**src/rtl/alu_pkg.sv**
```systemverilog
// alu_pkg: shared encodings for the combinational ALU and the multiply/divide unit.
package alu_pkg;
    typedef enum logic [2:0] {
        OP_AND  = 3'b000, OP_OR  = 3'b001, OP_ADD = 3'b010, OP_ZERO = 3'b011,
        OP_ANDN = 3'b100, OP_ORN = 3'b101, OP_SUB = 3'b110, OP_SLT  = 3'b111
    } alu_ctrl_t;
    typedef enum logic [2:0] {
        MDOP_NOP  = 3'b000, MDOP_MULT = 3'b001, MDOP_MULTU = 3'b010, MDOP_DIV  = 3'b011,
        MDOP_DIVU = 3'b100, MDOP_MTHI = 3'b101, MDOP_MTLO  = 3'b110, MDOP_RSVD = 3'b111
    } md_op_t;
    typedef enum logic [1:0] {IDLE, RUN, DONE} md_state_t;
    localparam logic [2:0] ALU_SLT = 3'b111;
    localparam md_op_t MD_NOP = MDOP_NOP;
endpackage

```
**src/rtl/md_core.sv**
```systemverilog
// md_core: iterative unsigned shift-add multiplier / restoring divider, one bit per step.
// Next-state values are exported so the final step can be written to HI/LO on the same edge.
module md_core #(parameter int N = 32) (
    input  logic         clk_i,
    input  logic         rst_ni,
    input  logic         load_i,
    input  logic         step_i,
    input  logic         div_i,
    input  logic [N-1:0] a_i,
    input  logic [N-1:0] b_i,
    output logic [N-1:0] acc_nx_o,
    output logic [N-1:0] q_nx_o,
    output logic         last_o
);
    localparam int CW = $clog2(N + 1);
    logic [N-1:0]  acc_q, q_q, m_q;
    logic [CW-1:0] cnt_q;
    logic          div_q;
    logic [N:0]    sum, rem, diff;
    always_comb begin
        sum      = {1'b0, acc_q} + (q_q[0] ? {1'b0, m_q} : '0);
        rem      = {acc_q, q_q[N-1]};
        diff     = rem - {1'b0, m_q};
        acc_nx_o = div_q ? (diff[N] ? rem[N-1:0] : diff[N-1:0]) : sum[N:1];
        q_nx_o   = div_q ? {q_q[N-2:0], ~diff[N]} : {sum[0], q_q[N-1:1]};
        last_o   = cnt_q == CW'(1);
    end
    always_ff @(posedge clk_i or negedge rst_ni) begin
        if (!rst_ni) begin
            acc_q <= '0;
            q_q   <= '0;
            m_q   <= '0;
            div_q <= 1'b0;
            cnt_q <= '0;
        end else if (load_i) begin
            acc_q <= '0;
            q_q   <= a_i;
            m_q   <= b_i;
            div_q <= div_i;
            cnt_q <= CW'(N);
        end else if (step_i) begin
            acc_q <= acc_nx_o;
            q_q   <= q_nx_o;
            cnt_q <= cnt_q - CW'(1);
        end
    end
endmodule

```
**src/rtl/alu_md.sv**
```systemverilog
// alu_md: combinational MIPS ALU plus an iterative multiply/divide unit with HI/LO registers.
// Signed MD ops run on magnitudes; signs are re-applied when the result is written.
module alu_md
    import alu_pkg::*;
#(parameter int N = 32) (
    input  logic         clk,
    input  logic         reset_n,
    input  logic [N-1:0] src1,
    input  logic [N-1:0] src2,
    input  logic [2:0]   alu_ctrl_sig,
    output logic [N-1:0] alu_out,
    output logic         zero,
    output logic         overflow,
    input  logic [2:0]   md_op,
    input  logic         md_start,
    output logic         md_busy,
    output logic         md_done,
    output logic [N-1:0] hi,
    output logic [N-1:0] lo
);
    md_state_t    state_q;
    md_op_t       op;
    alu_ctrl_t    ctrl;
    logic [N-1:0] sum, diff, a_mag, b_mag, acc_nx, q_nx, hi_q, lo_q, hi_d, lo_d;
    logic [2*N-1:0] prod;
    logic ovf_add, ovf_sub, is_md, sgn, dv, load, last;
    logic busy_q, done_q, div_q, neg_q, rneg_q, div0_q;
    always_comb begin
        ctrl    = alu_ctrl_t'(alu_ctrl_sig);
        sum     = src1 + src2;
        diff    = src1 - src2;
        ovf_add = (src1[N-1] == src2[N-1]) && (sum[N-1] != src1[N-1]);
        ovf_sub = (src1[N-1] != src2[N-1]) && (diff[N-1] != src1[N-1]);
        case (ctrl)
            OP_AND:  alu_out = src1 & src2;
            OP_OR:   alu_out = src1 | src2;
            OP_ADD:  alu_out = sum;
            OP_ANDN: alu_out = src1 & ~src2;
            OP_ORN:  alu_out = src1 | ~src2;
            OP_SUB:  alu_out = diff;
            OP_SLT:  alu_out = {{(N-1){1'b0}}, diff[N-1] ^ ovf_sub};
            default: alu_out = '0;
        endcase
        zero     = alu_out == '0;
        overflow = ctrl == OP_ADD ? ovf_add : (ctrl == OP_SUB || ctrl == ALU_SLT) ? ovf_sub : 1'b0;
    end
    always_comb begin
        op    = md_op_t'(md_op);
        is_md = op inside {MDOP_MULT, MDOP_MULTU, MDOP_DIV, MDOP_DIVU};
        sgn   = op == MDOP_MULT || op == MDOP_DIV;
        dv    = op == MDOP_DIV || op == MDOP_DIVU;
        load  = state_q == IDLE && md_start && is_md;
        a_mag = (sgn && src1[N-1]) ? -src1 : src1;
        b_mag = (sgn && src2[N-1]) ? -src2 : src2;
        prod  = neg_q ? -{acc_nx, q_nx} : {acc_nx, q_nx};
        hi_d  = div_q ? (rneg_q ? -acc_nx : acc_nx) : prod[2*N-1:N];
        lo_d  = div_q ? (div0_q ? '1 : neg_q ? -q_nx : q_nx) : prod[N-1:0];
    end
    md_core #(.N(N)) u_core (
        .clk_i(clk), .rst_ni(reset_n), .load_i(load), .step_i(state_q == RUN), .div_i(dv),
        .a_i(a_mag), .b_i(b_mag), .acc_nx_o(acc_nx), .q_nx_o(q_nx), .last_o(last)
    );
    always_ff @(posedge clk or negedge reset_n) begin
        if (!reset_n) begin
            state_q <= IDLE;
            {hi_q, lo_q} <= '0;
            {busy_q, done_q, div_q, neg_q, rneg_q, div0_q} <= '0;
        end else begin
            case (state_q)
                IDLE: begin
                    done_q <= 1'b0;
                    if (load) begin
                        state_q <= RUN;
                        busy_q  <= 1'b1;
                        div_q   <= dv;
                        neg_q   <= sgn && (src1[N-1] ^ src2[N-1]);
                        rneg_q  <= sgn && src1[N-1];
                        div0_q  <= dv && src2 == '0;
                    end else if (md_start && op == MDOP_MTHI) hi_q <= src1;
                    else if (md_start && op == MDOP_MTLO) lo_q <= src1;
                end
                RUN: if (last) begin
                    state_q <= DONE;
                    busy_q  <= 1'b0;
                    done_q  <= 1'b1;
                    hi_q    <= hi_d;
                    lo_q    <= lo_d;
                end
                default: begin
                    state_q <= IDLE;
                    done_q  <= 1'b0;
                end
            endcase
        end
    end
    assign md_busy = busy_q;
    assign md_done = done_q;
    assign hi = hi_q;
    assign lo = lo_q;
endmodule

```
**config.mk**
```make
export PLATFORM = sky130hd
export DESIGN_NAME = alu_md
export DESIGN_NICKNAME = d
export VERILOG_FILES = /design/src/rtl/alu_pkg.sv /design/src/rtl/md_core.sv /design/src/rtl/alu_md.sv
export SDC_FILE = /design/constraint.sdc
export NUM_CORES = 1
export LEC_CHECK = 0
export BUFFER_PORTS_ARGS = -buffer_cell sky130_fd_sc_hd__buf_4
export CORE_MARGIN = 8
export CORE_UTILIZATION = 56
export CTS_CLUSTER_DIAMETER = 150
export CTS_CLUSTER_SIZE = 24
export DETAILED_ROUTE_END_ITERATION = 6
export GPL_ROUTABILITY_DRIVEN = 0
export MAX_ROUTING_LAYER = met4
export PLACE_DENSITY = 0.79
export SYNTH_ARGS = -nofsm -noshare
export SYNTH_HDL_FRONTEND = slang
export SYNTH_SLANG_ARGS = --single-unit
export TNS_END_PERCENT = 1
```
**constraint.sdc**
```tcl
create_clock -name clk -period 5.3 [get_ports clk]
set_input_delay 0.265 -clock clk [delete_from_list [all_inputs] [get_ports clk]]
set_output_delay 0.265 -clock clk [all_outputs]
set_load 0.1 [all_outputs]
```
# --- Word-level counts from Yosys, hierarchy flattened ---
# Index checks and enable logic that the tools add are counted.
totals:
  reg_bits: 175
  inputBits: 73
  out_inout_bits: 100
classes:
  eq_ne: 24
  muxes: 38
  addsub: 10
  n_reduce_logical: 25
  bitwise_logic: 8
ops:
  columns: ["op", "count"]
  rows:
  - ["two-way mux 32 bit", 22]
  - ["case mux 32 bit (7 select lines)", 1]
  - ["negation 32 bit", 4]
  - ["case mux 32 bit (2 select lines)", 2]
  - ["bitwise AND 32 bit", 2]
  - ["logical NOT 32 bit", 2]
  - ["two-way mux 64 bit", 1]
  - ["negation 64 bit", 1]
  - ["OR 32 bit", 2]
  - ["adder 32 x 33 -> 33 bit", 1]
  - ["subtractor 33 x 32 -> 33 bit", 1]
  - ["adder 32 bit", 1]
  - ["NOT 32 bit", 1]
  - ["subtractor 32 bit", 1]
  - ["== test 3 bit (second input constant)", 7]
  - ["two-way mux 6 bit", 2]
  - ["logical AND 1 bit", 10]
  - ["== test 3 x 2 -> 1 bit (second input constant)", 3]
  - ["!= test 2 bit (second input constant)", 4]
  - ["== test 3 x 1 -> 1 bit (second input constant)", 2]
  - ["== test 6 x 1 -> 1 bit (second input constant)", 1]
  - ["two-way mux 1 bit", 6]
  - ["subtractor 6 x 1 -> 6 bit (second input constant)", 1]
  - ["AND reduction 5 bit", 1]
  - ["other kinds (17)", 26]

# --- Depth between registers and ports, before layout ---
# Gate-level depths: netlist (run 1).
depth:
  depth_word: 9
  ltp_mapped: 25

# --- By module ---
# Synthesis (run 1) repeated with hierarchy kept, for this count alone.
unflattened:
  cells_unflattened: 2685
  area_unflattened_um2: 20265.7
by_module_without_submodules:
  columns: ["mod", "n_inst", "area_each_um2", "cells_per_inst"]
  rows:
  - ["alu_md", 1, 10817.9, 1531]
  - ["md_core", 1, 9447.8, 1154]

# --- Worst setup path after synthesis (run 1) ---
# Ideal clock, no wire load.
synth_path:
  path_kind: "input -> output"
  from: "input port src2[2]"
  to: "output port zero"
  path_slack_ns: -2.276
  stages: 25
  arrival_ns: 7.311
  required_ns: 5.035
  n_path_buf: 1
  path_cell_list: "clkbuf_1 -> inv_1 -> ha_1 -> o21a_1 -> o31a_1 -> nand2b_1 -> a21o_1 -> a31o_2 -> a21oi_1 -> o31ai_1 -> a21oi_1 -> nor2_1 -> nor2_1 -> fa_1 -> a31oi_1 -> a22oi_1 -> a2111oi_0 -> nand4b_1 -> nor4_1 -> or4b_1 -> nor4_1 -> or4b_1 -> nor4_1 -> nand4b_1 -> nor4_2"
synth_via:
  elab_chain_cells: 6
  word_cells_on_any_way: 12
  classes_between: "add/sub (2); eq/ne (1); mux (1); bitwise (6); reduce/logical (2)"
synth_lines:
  columns: ["element", "line", "text"]
  rows:
  - ["from (decl)", "alu_md.sv:9", "input logic [N-1:0] src2,"]
  - ["subtractor 32 bit *", "alu_md.sv:31", "diff = src1 - src2;"]
  - ["!= test 1 bit", "alu_md.sv:33", "ovf_sub = (src1[N-1] != src2[N-1]) && (diff[N-1] != src1[N-1]);"]
  - ["logical AND 1 bit", "alu_md.sv:33", null]
  - ["bitwise XOR 1 bit *", "alu_md.sv:41", "OP_SLT: alu_out = {{(N-1){1'b0}}, diff[N-1] ^ ovf_sub};"]
  - ["case mux 32 bit (7 select lines) *", "alu_md.sv:34", "case (ctrl)"]
  - ["net alu_out[0]", "alu_md.sv:11", "output logic [N-1:0] alu_out,"]
  - ["logical NOT 32 bit *", "alu_md.sv:44", "zero = alu_out == '0;"]
  - ["to (decl)", "alu_md.sv:12", "output logic zero,"]
# Mark *: on every way through the listed nets, which the timed path passes. The rest lies on a longest branch.

# --- Worst setup path after layout (run 1) ---
layout_path:
  from: "input port src2[8]"
  to: "output port zero"
layout_via:
  elab_chain_cells: 6
  word_cells_on_any_way: 12
  classes_between: "add/sub (2); eq/ne (1); mux (1); bitwise (6); reduce/logical (2)"
layout_lines:
  columns: ["element", "line"]
  rows:
  - ["subtractor 32 bit", "alu_md.sv:31"]
  - ["!= test 1 bit", "alu_md.sv:33"]
  - ["logical AND 1 bit", "alu_md.sv:33"]
  - ["bitwise XOR 1 bit", "alu_md.sv:41"]
  - ["case mux 32 bit (7 select lines) *", "alu_md.sv:34"]
  - ["logical NOT 32 bit *", "alu_md.sv:44"]
# Every way passes the cells marked *; elsewhere a longest branch is shown, timed or not.

==> impl_results.md, run 1 <==
* Status: finished, violations left
* Failing checks: design-rule violations, negative setup slack
* Worst hold path startpoint: src2[30]
* Gr ovfl total at 0
* CTS H-Tree Depth at 4
* Ys async rst share at 100%
* Root buf cell: clkbuf_16
* EDFF count, synth at 0
* Clock latency on the worst-skew pair at 0.45 ns
* Synth top cells by count: nand2_1 (281), o21ai_0 (252), a21oi_1 (189)
* Final Max Tran Viols at 0
* Leak pwr at 11.1 nW
* Largest net degree at the start of global routing at 110
* Grt met1 use at 45.0%
* Worst-margin pin slew at 1.35 ns
* DRC viols at 4
* Predominant post-synthesis flop cell: dfrtp_1
* Drt via density at 6.74
* Cell area power density at 161 nW/um2
* Fillers at 2773
* Worst-path clk slew at 0.08 ns
* RSZ-0062 raised after global routing: yes
* First-pass GRT wire length at 122000 um
* Setup crit start: src2[8]
* Reg2reg setup slack at -0.23 ns
* Placed cells at 3372
* Largest stage delay, worst path at 0.53 ns
* Peak VDD IR at 0.226 mV
* Mapped cell area at 19400 um2
* Routed WL at 78500 um
* Cell taking the most area after synthesis: dfrtp_1
* Vias at 23.0k
* Number of port buffers at 172
* Startpoint class of the critical path: input port
* Final Hold Vio Count at 0
* # IOs at 173
* Die H at 202 um
* Num rows at 68
* CTS tree: yes
* Worst Slack Setup Final at -0.547 ns
* Register area share after synthesis at 22.5%
* Synth warn at 0
* Die Wd at 202 um
* CP bufs+invs at 3
* Slew margin rel. at 10.0%
* Initial antenna violation count at 2
* Synthesized instance count at 2572
* Worst hold path class: in -> reg
* Synth cell types at 107
* Final Non-Filler Cells at 3408
* Min Tclk post-route at 5.85 ns
* Share of cells above drive strength 1 at 21.4%
* Leading post-synthesis cells by cell area: dfrtp_1 (23%), ha_1 (8.5%), o21ai_0 (6.5%)
* Kind of critical path: in -> out
* Met2 usage at 56.4%
* Mapped Nets at 2782
* Fin crit share at 110%
* Setup TNS at -2.43 ns
* Most crowded layer after global routing: met2
* Drt first-iter violations at 3439
* Max Root-Sink Buffers at 2
* Total track usage at 38.0%
* Synth top area share at 22.5%
* Number of global-route vias before repair at 22.2k
* CP top delay family: simple AND/OR/NAND/NOR gates
* Clk sinks at 175
* Yosys reg bits at 175
* Max Freq at 171 MHz
* Most frequent cell after synthesis: nand2_1
* TritonCTS Buffers at 17
* Nets at 3148
* Met3 usage at 9.54%
* WHS at 0.169 ns
* Crit end category: output port
* Pre-antenna DRT Iters at 7
* Core area at 34400 um2
* Mapped Avg Cell Area at 7.56 um2
* Final Setup Violations at 13
* CP max-delay cell: or4b_4
* Skew final at 0.0187 ns
* Initial core utilization at 56.5%
* Worst-path fanout max at 3
* FF-to-FF Start: u_core.q_q[31]
* Die area at 40900 um2
* Final ANT Viol Nets at 0
* Critical Path RT at 5.04 ns
* Layout area overhead at 23.0%
* WL/cell at 23.0 um
* Data arrival, critical path at 5.58 ns
* Hpwl dp at 59600 um
* Max_cap viols at 0
[through the flow]
stage | total power [mW] | setup slack [ns] | utilization, % | cell area [um2]
4_1_cts | 3.81 | -0.368 | 69.4 | 23900
6_report | 3.86 | -0.547 | 69.5 | 23900
5_1_grt | 3.95 | -0.738 | 69.5 | 23900
3_3_place_gp | 2.53 | -0.726 | 67.3 | 23100
3_5_place_dp | 2.55 | -0.889 | 67.3 | 23100
2_1_floorplan | 2.10 | -1.73 | - | 19500
[worst paths after layout]
check / to / depth (start not counted)
worst min-delay path: div0_q / 4
worst min register to register: lo[4] / 2
worst max-delay path: zero / 26
min in group asynchronous: u_core.m_q[29] / 2
max in group asynchronous: u_core.div_q / 3
worst max register to register: hi[22] / 23
[per-layer routing]
layer / wire, um / up-vias
met2: 33700 / 1723
met3: 9680 / 507
met1: 28400 / 10700
met4: 6670 / 0
met5: 0 / -
li1: - / 10100
[power breakdown]
part | switching, mW | internal, mW
clock | 0.599 | 0.677
combinational | 0.835 | 0.408
sequential | 0.00259 | 1.34
[tightest hold or removal path: stages]
cell and delay [ns]:
buf_4 0.12, nor4_1 0.06, nand4_1 0.08, nand2_1 0.05
[registers in the layout, summed over array words and instances (netlist names), 2 cells and up]
| register | cells |
|---|---|
| u_core.m_q | 32 |
| u_core.q_q | 32 |
| hi | 32 |
| state_q | 2 |
| u_core.acc_q | 32 |
| lo | 32 |
| u_core.cnt_q | 6 |
[layout make-up]
cell class / count / area, um2 / area share (%)
diodes: 4 / 10.0 / 0.0419
clock buffers: 20 / 457 / 1.91
clock inverters: 10 / 108 / 0.450
inverters: 124 / 465 / 1.95
multi-input cells: 2118 / 14100 / 59.1
flip-flops and latches: 175 / 4380 / 18.3
well taps: 455 / 569 / 2.38
repair buffers: 502 / 3790 / 15.9
[cell usage in the layout, fill, tap and decap left out, drive strengths merged, types with 31 or more instances in the layout]
master and count:
xnor2 120, a21oi 190, dfrtp 175, a31oi 41, nor3 53, nand2 282
nand3 88, mux2i 31, or3 32, ha 132, o22ai 56, a21o 38
inv 126, o21ai 266, xor2 86, nor2 170, buf 501, nand2b 32
and2 49
[cell families after synthesis]
family	Yosys count	synth area share [%]
AOI/OAI and AO/OA	855	27.8
xor gates and xnor gates	206	9.28
adders and majority gates	158	10.1
buffers and inverters	279	6.18
DFF	175	22.5
muxes	46	2.47
and+or+nand+nor	853	21.6
[repair_timing]
item | CTS | global route
hold buffers | 1 | 0
hold endpoints to repair | 66 | 0
resized for setup | 26 | 8
cloned | 0 | 0
setup buffers | 1 | 0
endpoints found under the setup margin | 14 | 14
pin swaps | 8 | 3
(Power assumes the default switching activity.)
==> run 2: changes to the inputs <==
- CORE_UTILIZATION: 56 -> 57
- CTS_BUF_LIST: unset -> sky130_fd_sc_hd__clkbuf_8
- PLACE_DENSITY: 0.79 -> 0.8
==> impl_results.md, run 2 (synthesis results as in run 1) <==
* Reg2reg setup slack at -0.20 ns
* Num rows at 67
* Clock latency on the worst-skew pair at 0.50 ns
* Drt first-iter violations at 3252
* Reg2reg end: hi[22]
* Nets at 3136
* Drt via density at 6.74
* Number of global-route vias before repair at 22.1k
* Critical Path RT at 5.04 ns
* Gr ovfl total at 0
* Initial antenna violation count at 2
* Sw Pwr at 1.41 mW
* Share of power burned in registers at 38.4%
* Worst-margin pin slew at 1.20 ns
* Max Freq at 179 MHz
* Die Wd at 201 um
* Final Max Tran Viols at 0
* Clk sinks at 175
* DRC viols at 0
* FF-to-FF Start: u_core.q_q[31]
* Worst reg-to-reg path cell count at 23
* Most crowded layer after global routing: met2
* Share of cells above drive strength 1 at 21.2%
* RSZ-0062 raised after global routing: yes
* Root buf cell: clkbuf_8
* Skew final at 0.0210 ns
* CTS tree: yes
* Max_cap viols at 0
* Combinational Power Share at 36.1%
* Vias at 22.8k
* CTS H-Tree Depth at 4
* Die H at 201 um
* Commonest non-fill, non-tap cell in the layout: buf_4
* Largest net degree at the start of global routing at 100
* Slew margin rel. at 19.9%
* Worst hold path startpoint: src2[31]
* Worst-path fanout max at 3
* Final Setup Violations at 11
* Min Tclk post-route at 5.59 ns
* WL/cell at 23.0 um
* Worst hold path endpoint: u_core.m_q[31]
* Kind of critical path: in -> out
* Crit end category: output port
* Met2 usage at 56.6%
* Clk pwr share at 25.5%
* Worst Slack Setup Final at -0.289 ns
* Core area at 33500 um2
* Failing checks: negative setup slack
* Fillers at 2712
* # IOs at 173
* Startpoint class of the critical path: input port
* Fin util at 70.4%
* Grt met1 use at 45.0%
* Routed WL at 77900 um
* Die area at 40300 um2
* Sw Share at 40.4%
* Initial core utilization at 58.0%
* Number of port buffers at 172
* Leak pwr at 10.9 nW
* Peak VDD IR at 0.176 mV
* Met3 usage at 9.94%
* Data arrival, critical path at 5.32 ns
* Hpwl dp at 59200 um
* Most frequent cells in the layout: buf_4 (486), nand2_1 (279), o21ai_0 (248)
* Setup TNS at -1.14 ns
* Worst hold path class: in -> reg
* First-pass GRT wire length at 121000 um
* Max Root-Sink Buffers at 2
* Pre-antenna DRT Iters at 7
* P_int at 2.08 mW
* Final ANT Viol Nets at 0
* Total track usage at 38.2%
* Cell area power density at 148 nW/um2
* Status: finished, violations left
* TritonCTS Buffers at 17
* Fin crit share at 105%
* WHS Path Cells at 3
* Final Hold Vio Count at 0
* Layout area overhead at 21.6%
* Worst-path clk slew at 0.10 ns
run 2: changes by cell type in the layout (fill, tap and decap cells not counted), sizes merged:
cell / before / now
bufinv: 1 / 0
clkbuf: 20 / 17
buf: 501 / 489
clkinvlp: 2 / 5
clkinv: 5 / 6
diode: 4 / 3
run 2: final cells by class:
cell class	instances	area, um2	share of cell area (%)
Antenna cell	3	7.51	0.0318
Clock buffer	17	234	0.990
Clock inverter	13	114	0.482
Inverter	124	465	1.97
Multi-Input combinational cell	2118	14200	59.9
Sequential cell	175	4380	18.6
Tap cell	448	561	2.37
Timing Repair Buffer	490	3700	15.7
run 2: layer usage:
layer	share of wire, %	up-vias
met1	36	10500
met4	8.3	0
met5	0	-
met2	43	1697
met3	13	512
li1	-	10100
run 2: worst max path at each step:
stage,to,from,slack [ns],cells past startpoint
2_1_floorplan,zero,src2[8],-1.73,25
3_3_place_gp,zero,src2[8],-0.84,26
3_5_place_dp,zero,src1[10],-0.94,24
4_1_cts,zero,src2[3],-0.23,26
5_1_grt,zero,src2[8],-0.46,26
6_report,zero,src1[8],-0.29,25
run 2: power groups by stage:
stage	Sequential (mW)	Clock (mW)	Combinational [mW]
6_report	1.34	0.889	1.26
2_1_floorplan	1.39	0	0.712
3_5_place_dp	1.37	0	1.19
5_1_grt	1.34	0.941	1.31
3_3_place_gp	1.37	0	1.16
4_1_cts	1.34	0.890	1.21
run 2: timing repair:
item                                    CTS  global route
endpoints found under the hold margin    87             0
buffers inserted                          1             0
hold buffers                              1             0
endpoints found under the setup margin   14            14
gates resized for setup                  31             7
pin swaps                                 9             2
run 2: metrics by stage:
step	worst slack (ns)	power (mW)	cell area, um2	cells	hold WS [ns]
6_report	-0.289	3.49	23600	3388	0.0726
5_1_grt	-0.459	3.59	23600	3387	0.0868
4_1_cts	-0.232	3.44	23600	3385	0.0650
3_5_place_dp	-0.943	2.55	23000	3353	0.383
3_3_place_gp	-0.839	2.53	23000	3353	0.380
2_1_floorplan	-1.73	2.10	19500	2572	-0.0306
run 2: critical path, stage by stage:
cell       delay, ns
buf_4           0.12
ha_4            0.26
a21o_1          0.15
nand3_2         0.09
a311oi_2        0.23
a21o_1          0.20
a31o_4          0.20
a21oi_2         0.08
o31ai_2         0.21
a21oi_1         0.10
nor2_1          0.11
nor2_1          0.07
fa_2            0.37
a31oi_4         0.16
a22oi_2         0.12
a2111oi_2       0.25
nand4b_1        0.15
nor4_1          0.19
or4b_4          0.50
nor4_2          0.14
or4b_4          0.53
nor4_4          0.24
nand4b_1        0.14
nor4_2          0.18
buf_6           0.26
